**src/rtl/eth_pcs_block_sync.sv**
```systemverilog
// Rx PCS block-lock controller. It checks gearbox sync headers, requests
// single-bit gearbox slips until headers line up, and declares block lock.
// While locked, it monitors the invalid-header rate over fixed BER windows.
module eth_pcs_block_sync #(
  parameter int LOCK_CNT    = 64,
  parameter int INVALID_MAX = 16,
  parameter int SLIP_WAIT   = 4,
  parameter int BER_WIN     = 19531,
  parameter int BER_THRESH  = 16,
  parameter int W_SYNC      = 2
) (
  input  logic              i_clk,
  input  logic              i_reset_n,
  input  logic              i_clk_en,
  input  logic              i_grbx_hdr_valid,
  input  logic [W_SYNC-1:0] i_grbx_hdr,
  output logic              o_grbx_slip,
  output logic              o_block_lock,
  output logic              o_hi_ber,
  output logic              o_link_up,
  output logic [7:0]        o_slip_cnt
);

  localparam int SH_W = $clog2(LOCK_CNT + 1);
  localparam int IV_W = $clog2(INVALID_MAX + 1);
  localparam int WT_W = $clog2(SLIP_WAIT + 1);
  localparam int BT_W = $clog2(BER_WIN + 1);
  localparam int BC_W = $clog2(BER_THRESH + 1);

  localparam logic [SH_W-1:0]   LOCK_V    = SH_W'(LOCK_CNT);
  localparam logic [IV_W-1:0]   INV_MAX_V = IV_W'(INVALID_MAX);
  localparam logic [WT_W-1:0]   WAIT_V    = WT_W'(SLIP_WAIT);
  localparam logic [BT_W-1:0]   BER_END_V = BT_W'(BER_WIN - 1);
  localparam logic [BC_W-1:0]   BER_TH_V  = BC_W'(BER_THRESH);
  localparam logic [W_SYNC-1:0] SYNC_DATA = W_SYNC'(2'b01);
  localparam logic [W_SYNC-1:0] SYNC_CTRL = W_SYNC'(2'b10);

  typedef enum logic [1:0] {ST_UNLOCK, ST_SLIP, ST_WAIT, ST_LOCK} state_t;

  state_t          state;
  logic [SH_W-1:0] sh_cnt;
  logic [IV_W-1:0] inv_cnt;
  logic [WT_W-1:0] wait_cnt;
  logic [BT_W-1:0] ber_tmr;
  logic [BC_W-1:0] ber_cnt;

  logic            hev;
  logic            hdr_ok;
  logic [SH_W-1:0] sh_inc;
  logic [IV_W-1:0] inv_nxt;
  logic [WT_W-1:0] wait_inc;
  logic [BC_W-1:0] ber_nxt;

  // Slip counter saturates so a long-lost link cannot wrap it back to zero.
  function automatic logic [7:0] sat_inc8(input logic [7:0] v);
    return (v == 8'hFF) ? v : v + 8'd1;
  endfunction

  // BER error count saturates at the threshold; beyond it no more detail is needed.
  function automatic logic [BC_W-1:0] ber_sat(input logic [BC_W-1:0] v, input logic inc);
    if (inc && (v != BER_TH_V)) return v + BC_W'(1);
    return v;
  endfunction

  assign hev      = i_clk_en & i_grbx_hdr_valid;
  assign hdr_ok   = (i_grbx_hdr == SYNC_DATA) || (i_grbx_hdr == SYNC_CTRL);
  assign sh_inc   = sh_cnt + SH_W'(1);
  assign inv_nxt  = hdr_ok ? inv_cnt : inv_cnt + IV_W'(1);
  assign wait_inc = wait_cnt + WT_W'(1);
  assign ber_nxt  = ber_sat(ber_cnt, hev & ~hdr_ok);

  // Both flags are registered, so link status carries no extra latency.
  assign o_link_up = o_block_lock & ~o_hi_ber;

  // Lock state machine: hunt for valid headers, slip, settle, and hold lock.
  always_ff @(posedge i_clk) begin
    if (!i_reset_n) begin
      state        <= ST_UNLOCK;
      sh_cnt       <= '0;
      inv_cnt      <= '0;
      wait_cnt     <= '0;
      o_grbx_slip  <= 1'b0;
      o_block_lock <= 1'b0;
      o_slip_cnt   <= '0;
    end else if (i_clk_en) begin
      case (state)
        ST_UNLOCK: begin
          if (i_grbx_hdr_valid) begin
            if (!hdr_ok) begin
              state       <= ST_SLIP;
              sh_cnt      <= '0;
              inv_cnt     <= '0;
              o_grbx_slip <= 1'b1;
              o_slip_cnt  <= sat_inc8(o_slip_cnt);
            end else if (sh_inc == LOCK_V) begin
              state        <= ST_LOCK;
              o_block_lock <= 1'b1;
              sh_cnt       <= '0;
            end else begin
              sh_cnt <= sh_inc;
            end
          end
        end
        // The slip pulse spans exactly one enabled cycle; headers here are ignored.
        ST_SLIP: begin
          o_grbx_slip <= 1'b0;
          wait_cnt    <= '0;
          state       <= ST_WAIT;
        end
        ST_WAIT: begin
          if (i_grbx_hdr_valid) begin
            if (wait_inc == WAIT_V) begin
              state    <= ST_UNLOCK;
              wait_cnt <= '0;
              sh_cnt   <= '0;
              inv_cnt  <= '0;
            end else begin
              wait_cnt <= wait_inc;
            end
          end
        end
        ST_LOCK: begin
          if (i_grbx_hdr_valid) begin
            // Loss of lock wins over the window rollover in the same header.
            if (inv_nxt == INV_MAX_V) begin
              state        <= ST_SLIP;
              o_block_lock <= 1'b0;
              o_grbx_slip  <= 1'b1;
              o_slip_cnt   <= sat_inc8(o_slip_cnt);
              sh_cnt       <= '0;
              inv_cnt      <= '0;
            end else if (sh_inc == LOCK_V) begin
              sh_cnt  <= '0;
              inv_cnt <= '0;
            end else begin
              sh_cnt  <= sh_inc;
              inv_cnt <= inv_nxt;
            end
          end
        end
        default: state <= ST_UNLOCK;
      endcase
    end
  end

  // BER monitor: count invalid headers per window while locked, idle otherwise.
  always_ff @(posedge i_clk) begin
    if (!i_reset_n) begin
      ber_tmr  <= '0;
      ber_cnt  <= '0;
      o_hi_ber <= 1'b0;
    end else if (i_clk_en) begin
      if (!o_block_lock) begin
        ber_tmr  <= '0;
        ber_cnt  <= '0;
        o_hi_ber <= 1'b0;
      end else if (ber_tmr == BER_END_V) begin
        // An invalid header in the closing cycle still belongs to this window.
        ber_tmr  <= '0;
        ber_cnt  <= '0;
        o_hi_ber <= (ber_nxt == BER_TH_V);
      end else begin
        ber_tmr <= ber_tmr + BT_W'(1);
        ber_cnt <= ber_nxt;
        if (ber_nxt == BER_TH_V) o_hi_ber <= 1'b1;
      end
    end
  end

endmodule

```
**config.mk**
```make
export PLATFORM = sky130hd
export DESIGN_NAME = eth_pcs_block_sync
export DESIGN_NICKNAME = d
export VERILOG_FILES = /design/src/rtl/eth_pcs_block_sync.sv
export SDC_FILE = /design/constraint.sdc
export NUM_CORES = 1
export LEC_CHECK = 0
export BUFFER_PORTS_ARGS = -buffer_cell sky130_fd_sc_hd__buf_2
export CAP_MARGIN = 20
export CORE_AREA = 2 2 105 56
export CTS_CLUSTER_DIAMETER = 100
export DETAILED_ROUTE_END_ITERATION = 6
export DIE_AREA = 0 0 107 58
export GPL_TIMING_DRIVEN = 0
export PLACE_DENSITY = 0.74
export SYNTH_ARGS = -nofsm -noshare
export SYNTH_HDL_FRONTEND = slang
export SYNTH_SLANG_ARGS = --single-unit
```
**constraint.sdc**
```tcl
create_clock -name i_clk -period 2.6 [get_ports i_clk]
set_input_delay 0.26 -clock i_clk [delete_from_list [all_inputs] [get_ports i_clk]]
set_output_delay 0.26 -clock i_clk [all_outputs]
set_load 0.05 [all_outputs]
```
-- Yosys cells after proc, flatten, opt, wreduce, memory -nomap -nowiden
Cells that the tools add are included.
- register bits: 48
- output and inout port bits: 12
- add/sub/neg operators: 6
- equality and inequality tests: 22
- muxes and demuxes: 55
- bitwise logic cells: 5
- reduce and logical (&&, ||, !) cells: 15
- operators with widths (operator ; count):
    $mux W5 ; 12
    $mux W7 ; 7
    $mux W8 ; 5
    $mux W15 ; 2
    $pmux W7 S3 ; 1
    $reduce_and A7 Y1 ; 3
    $reduce_and A6 Y1 ; 3
    $ne A2 B2 Y1 const B ; 8
    $pmux W8 S2 ; 1
    $add A15 B1 Y15 const B ; 1
    $eq A15 B15 Y1 const B ; 1
    $pmux W5 S3 ; 1
    $mux W2 ; 7
    $mux W1 ; 13
    $add A5 B1 Y5 const B ; 2
    $eq A5 B5 Y1 const B ; 2
    $add A8 B1 Y8 const B ; 1
    $eq A8 B8 Y1 const B ; 1
    $pmux W2 S4 ; 1
    $add A7 B1 Y7 const B ; 1
    $eq A7 B7 Y1 const B ; 1
    $eq A2 B2 Y1 const B ; 3
    $mux W3 ; 2
    $pmux W3 S2 ; 1
    other kinds (17) ; 23

-- Longest topological paths before layout
- word-level depth: 11
- depth in mapped cells: 10
- depth with buffers taken out: 8

-- Least setup slack after synthesis
No wires, ideal clock.
- path type: flip-flop to flip-flop
- start: register inv_cnt[0]
- end: register o_slip_cnt[7]
- library setup time: 135 ps
- data arrival time: 2329 ps
- data required time: 2465 ps
- path slack: 136 ps
- stages on the path, launching flop included: 10
- path buffers: 2
- clock period less this slack: 2464 ps
- cells stage by stage: dfxtp_1 ha_1 xor2_1 nor4b_1 o221ai_1 or4_1 clkbuf_2 buf_2 o311ai_0 o41ai_1
- word-level cells in the longest chain between the ends: 5
- RTL lines (what ; line ; text):
    start: declaration ; 42 ; logic [IV_W-1:0] inv_cnt;
    start signal: assignment ; 137 ; inv_cnt <= inv_nxt;
    $add A5 B1 Y5 ; 68 ; assign inv_nxt = hdr_ok ? inv_cnt : inv_cnt + IV_W'(1);
    $mux W5 (*) ; 68 ;
    $eq A5 B5 Y1 (*) ; 125 ; if (inv_nxt == INV_MAX_V) begin
    $ne A2 B2 Y1 (no source line) (*) ; n/a ;
    $reduce_and A6 Y1 (no source line) (*) ; n/a ;
    end signal: assignment ; 94 ; o_slip_cnt <= sat_inc8(o_slip_cnt);
    end signal: assignment ; 129 ; o_slip_cnt <= sat_inc8(o_slip_cnt);
    end: declaration ; 21 ; output logic [7:0] o_slip_cnt
Mark *: on every way between the ends. The rest lies on a longest branch, timed or not.
A chain may end at the register's enable or synchronous reset.

-- Final worst setup path
- start: register sh_cnt[2]
- end: register state[1]
- word-level cells in the longest chain between the ends: 4
- RTL lines (what ; line ; text):
    start: declaration ; 41 ; logic [SH_W-1:0] sh_cnt;
    start signal: assignment ; 100 ; sh_cnt <= sh_inc;
    start signal: assignment ; 136 ; sh_cnt <= sh_inc;
    $add A7 B1 Y7 ; 67 ; assign sh_inc = sh_cnt + SH_W'(1);
    $eq A7 B7 Y1 ; 95 ; end else if (sh_inc == LOCK_V) begin
    $ne A3 B3 Y1 (no source line) ; n/a ;
    $reduce_and A7 Y1 (no source line) ; n/a ;
    end signal: assignment ; 78 ; state <= ST_UNLOCK;
    end signal: assignment ; 96 ; state <= ST_LOCK;
    end signal: assignment ; 108 ; state <= ST_WAIT;
    end: declaration ; 40 ; state_t state;
Every way passes these cells.

==> summary.md <==
| Metric | Value |
|---|---|
| Status | complete, no violations |
| Synth Register Bits | 48 |
| Crit-path max FO | 8 |
| Reg area | 966 µm² |
| Yosys cell types | ~50 |
| N_diodes | 0 |
| Multi-input gate area | ~0.0018 mm² |
| Routability congestion estimate | 0.903 |
| Post-Synthesis Cell Area | 0.00278 mm² |
| Rel. slew slack | 0.602 |
| Layout Skew | 0.00972 ns |
| CTS Buffer Depth | 2 |
| Die W | between 100 and 150 µm |
| RSZ-0062 raised after global routing | false |
| Pin count of the biggest net entering global routing | 15 |
| Fin. Hold Viols | 0 |
| Vias in the first global route | about 2,200 |
| Die area | 0.00621 mm² |
| Peak Freq | slightly above 400 MHz |
| Final setup viols | 0 |
| Fin worst setup slack | 0.144 ns |
| Worst Setup Start Kind | flop |
| Critical path class | flop to flop |
| Post-Syn Area per Cell | around 8 µm² |
| Total grt overflow | 0 |
| CTS tree | built |
| DP HPWL | around 4800 µm |
| Final WL | 6580 µm |
| Pre-CTS setup slack | -0.142 ns |
| H-tree depth | 2 |
| I/O Pins | 18 |
| Pleak | roughly 1.1 nW |
| Post-synthesis sequential area ratio | 0.346 |
| Peak supply drop | roughly 240 µV |
| MaxCap Viol Count | 0 |
| Clock transition at path regs | ~0.10 ns |
| Most common cell after layout, fill and taps aside | dfxtp_1 |
| Fillers | approximately 470 |
| Commonest non-fill, non-tap cells in the layout | 46 x dfxtp_1, 36 x nor2_1, 31 x nand2_1 |
| CP Capture Type | flop |
| Post-layout min period | 2.46 ns |
| Global-route wire length before repair | around 11,000 µm |
| Nets | ~390 |
| DR iter-0 viols | about 230 |
| CTS Root Cell | clkbuf_8 |
| Antenna viol nets, final | 0 |
| DRC | 0 |
| Total power | approximately 0.0016 W |
| Hold buffer count at CTS | 0 |
| Synth Net Count | 367 |
| Area grow syn2layout | 13.3% |
| DR WL/cell | around 15 µm |
| Power per cell area | 514 mW/mm² |
| Crit share post-route | 0.945 |
| Hold Crit Class | primary input to flop |
| CTS sink count | 48 |
| TritonCTS buffer count | 5 |
| Via density | 5.86 |
| Layout cell share with drive strength beyond 1 | 0.131 |
| Max-slew violations | 0 |
| Port Buffer Count | 17 |
| YS warnings | 0 |
| Initial antenna violation count | 0 |
| Clk_lat worst skew | about 0.30 ns |
| Syn Inst Count | 346 |
| Least-Margin Pin Slew | roughly 0.6 ns |
| Core Box Area | 0.00530 mm² |
| Die Height | between 50 and 60 µm |
| Post-synth EDFFs | 0 |
| Core Rows | 19 |
| TritonRoute pass-1 iters | 5 |
| Post-synth top flop | dfxtp_1 |
| CP Data Arrival Time | around 2.7 ns |
| GRT Util Overall | 0.219 |
| Initial Util | 0.523 |
| Asr flop ratio synth | 0 |
| Via count | around 2,600 |
| WP data required | ~2.8 ns |
[through the flow]
step                      hold WS, ns  instances  utilization  cell area, µm²  TNS, ns
after floorplan                 0.410        346            -            2780        0
after global placement          0.464        436        0.557            2950    -1.84
after detailed placement        0.465        436        0.557            2950    -1.47
after CTS                       0.240        444        0.581            3080        0
after global routing            0.249        446        0.593            3140        0
final                           0.241        446        0.593            3140        0
[registers in the layout, summed over array words and instances (netlist names), 2 cells and up]
register,flops
wait_cnt,3
ber_cnt,5
ber_tmr,15
o_slip_cnt,8
state,2
sh_cnt,7
inv_cnt,5
[power breakdown]
part	internal, W	switching, W
registers	0.000748	0.0000177
clock network	0.000286	0.000261
logic	0.0000985	0.000206
[path summary, 6_finish.rpt]
path              slack (ns)         from  cells past startpoint             to
setup reg to reg        0.14    sh_cnt[2]                      7       state[1]
setup / recovery        0.14    sh_cnt[2]                      7       state[1]
hold / removal          0.24    i_reset_n                      3  o_slip_cnt[5]
hold reg to reg         0.49  o_grbx_slip                      2    o_grbx_slip
[metal layers]
layer	vias to the layer above	routed length, µm	GRT usage	part of all wire
met5	-	0	0	0
li1	1310	-	-	-
met4	0	19	0.0427	0.0029
met3	2	357	0.0506	0.054
met1	1240	3690	0.361	0.56
met2	61	2500	0.284	0.38
[kinds of logic (layout without fill, tap and decap cells)]
| family | after synthesis | in the layout | synth area share |
|---|---|---|---|
| compound gates | 72 | 72 | 0.173 |
| xor+xnor | 20 | 20 | 0.0631 |
| fa+ha+maj | 15 | 15 | 0.0676 |
| buf+inv | 26 | 53 | 0.0370 |
| flops | 48 | 48 | 0.346 |
| mux | 4 | 4 | 0.0144 |
| simple gates | 161 | 161 | 0.298 |
[synthesized netlist by cell type, drive strengths merged, types with 2 or more instances]
master	count	area (µm²)
a22oi	3	22.5
a32oi	3	26.3
nor3	13	65.1
o311ai	2	17.5
ha	15	188
o21ai	14	70.1
nand3	26	130
and3	6	37.5
mux2i	4	40.0
o41ai	4	42.6
o22ai	2	12.5
a31oi	2	12.5
o31ai	4	30.0
nor4	3	18.8
nor3b	2	15.0
clkbuf	12	46.3
or2	2	12.5
o21a	2	15.0
xnor2	7	61.3
dfxtp	48	961
inv	10	37.5
nor2b	5	31.3
nand2b	6	37.5
or4b	2	20.0
a311oi	2	23.8
and2	3	18.8
buf	3	15.0
nand4	4	25.0
o211ai	2	15.0
a21oi	23	115
or3	6	37.5
nand2	32	120
nor4b	5	43.8
xor2	13	114
nor2	36	135
or4	8	60.1
[area by class of cell]
type / instances / area share
flip-flops and latches: 48 / 0.307
plain buffers: 14 / 0.0207
clock buffers: 6 / 0.0231
well taps: 73 / 0.0290
multi-input cells: 272 / 0.562
repair buffers: 20 / 0.0334
clock inverters: 2 / 0.0111
inverters: 11 / 0.0131
[critical path, stage by stage (launching register included)]
cell      delay [ns]
dfxtp_1         0.36
and3_1          0.19
clkbuf_1        0.17
or4_1           0.50
a311oi_4        0.51
nor2_1          0.11
nor4_2          0.34
mux2i_1         0.22
[timing repair]
| item | in CTS | in global routing |
|---|---|---|
| setup buffers | 1 | 1 |
| setup endpoints to repair | 14 | 29 |
| cloned | 0 | 1 |
| gates resized for setup | 2 | 17 |
| pin swaps | 1 | 5 |
| hold endpoints to repair | 0 | 0 |
Note: power is estimated with default switching activity, not from simulation.
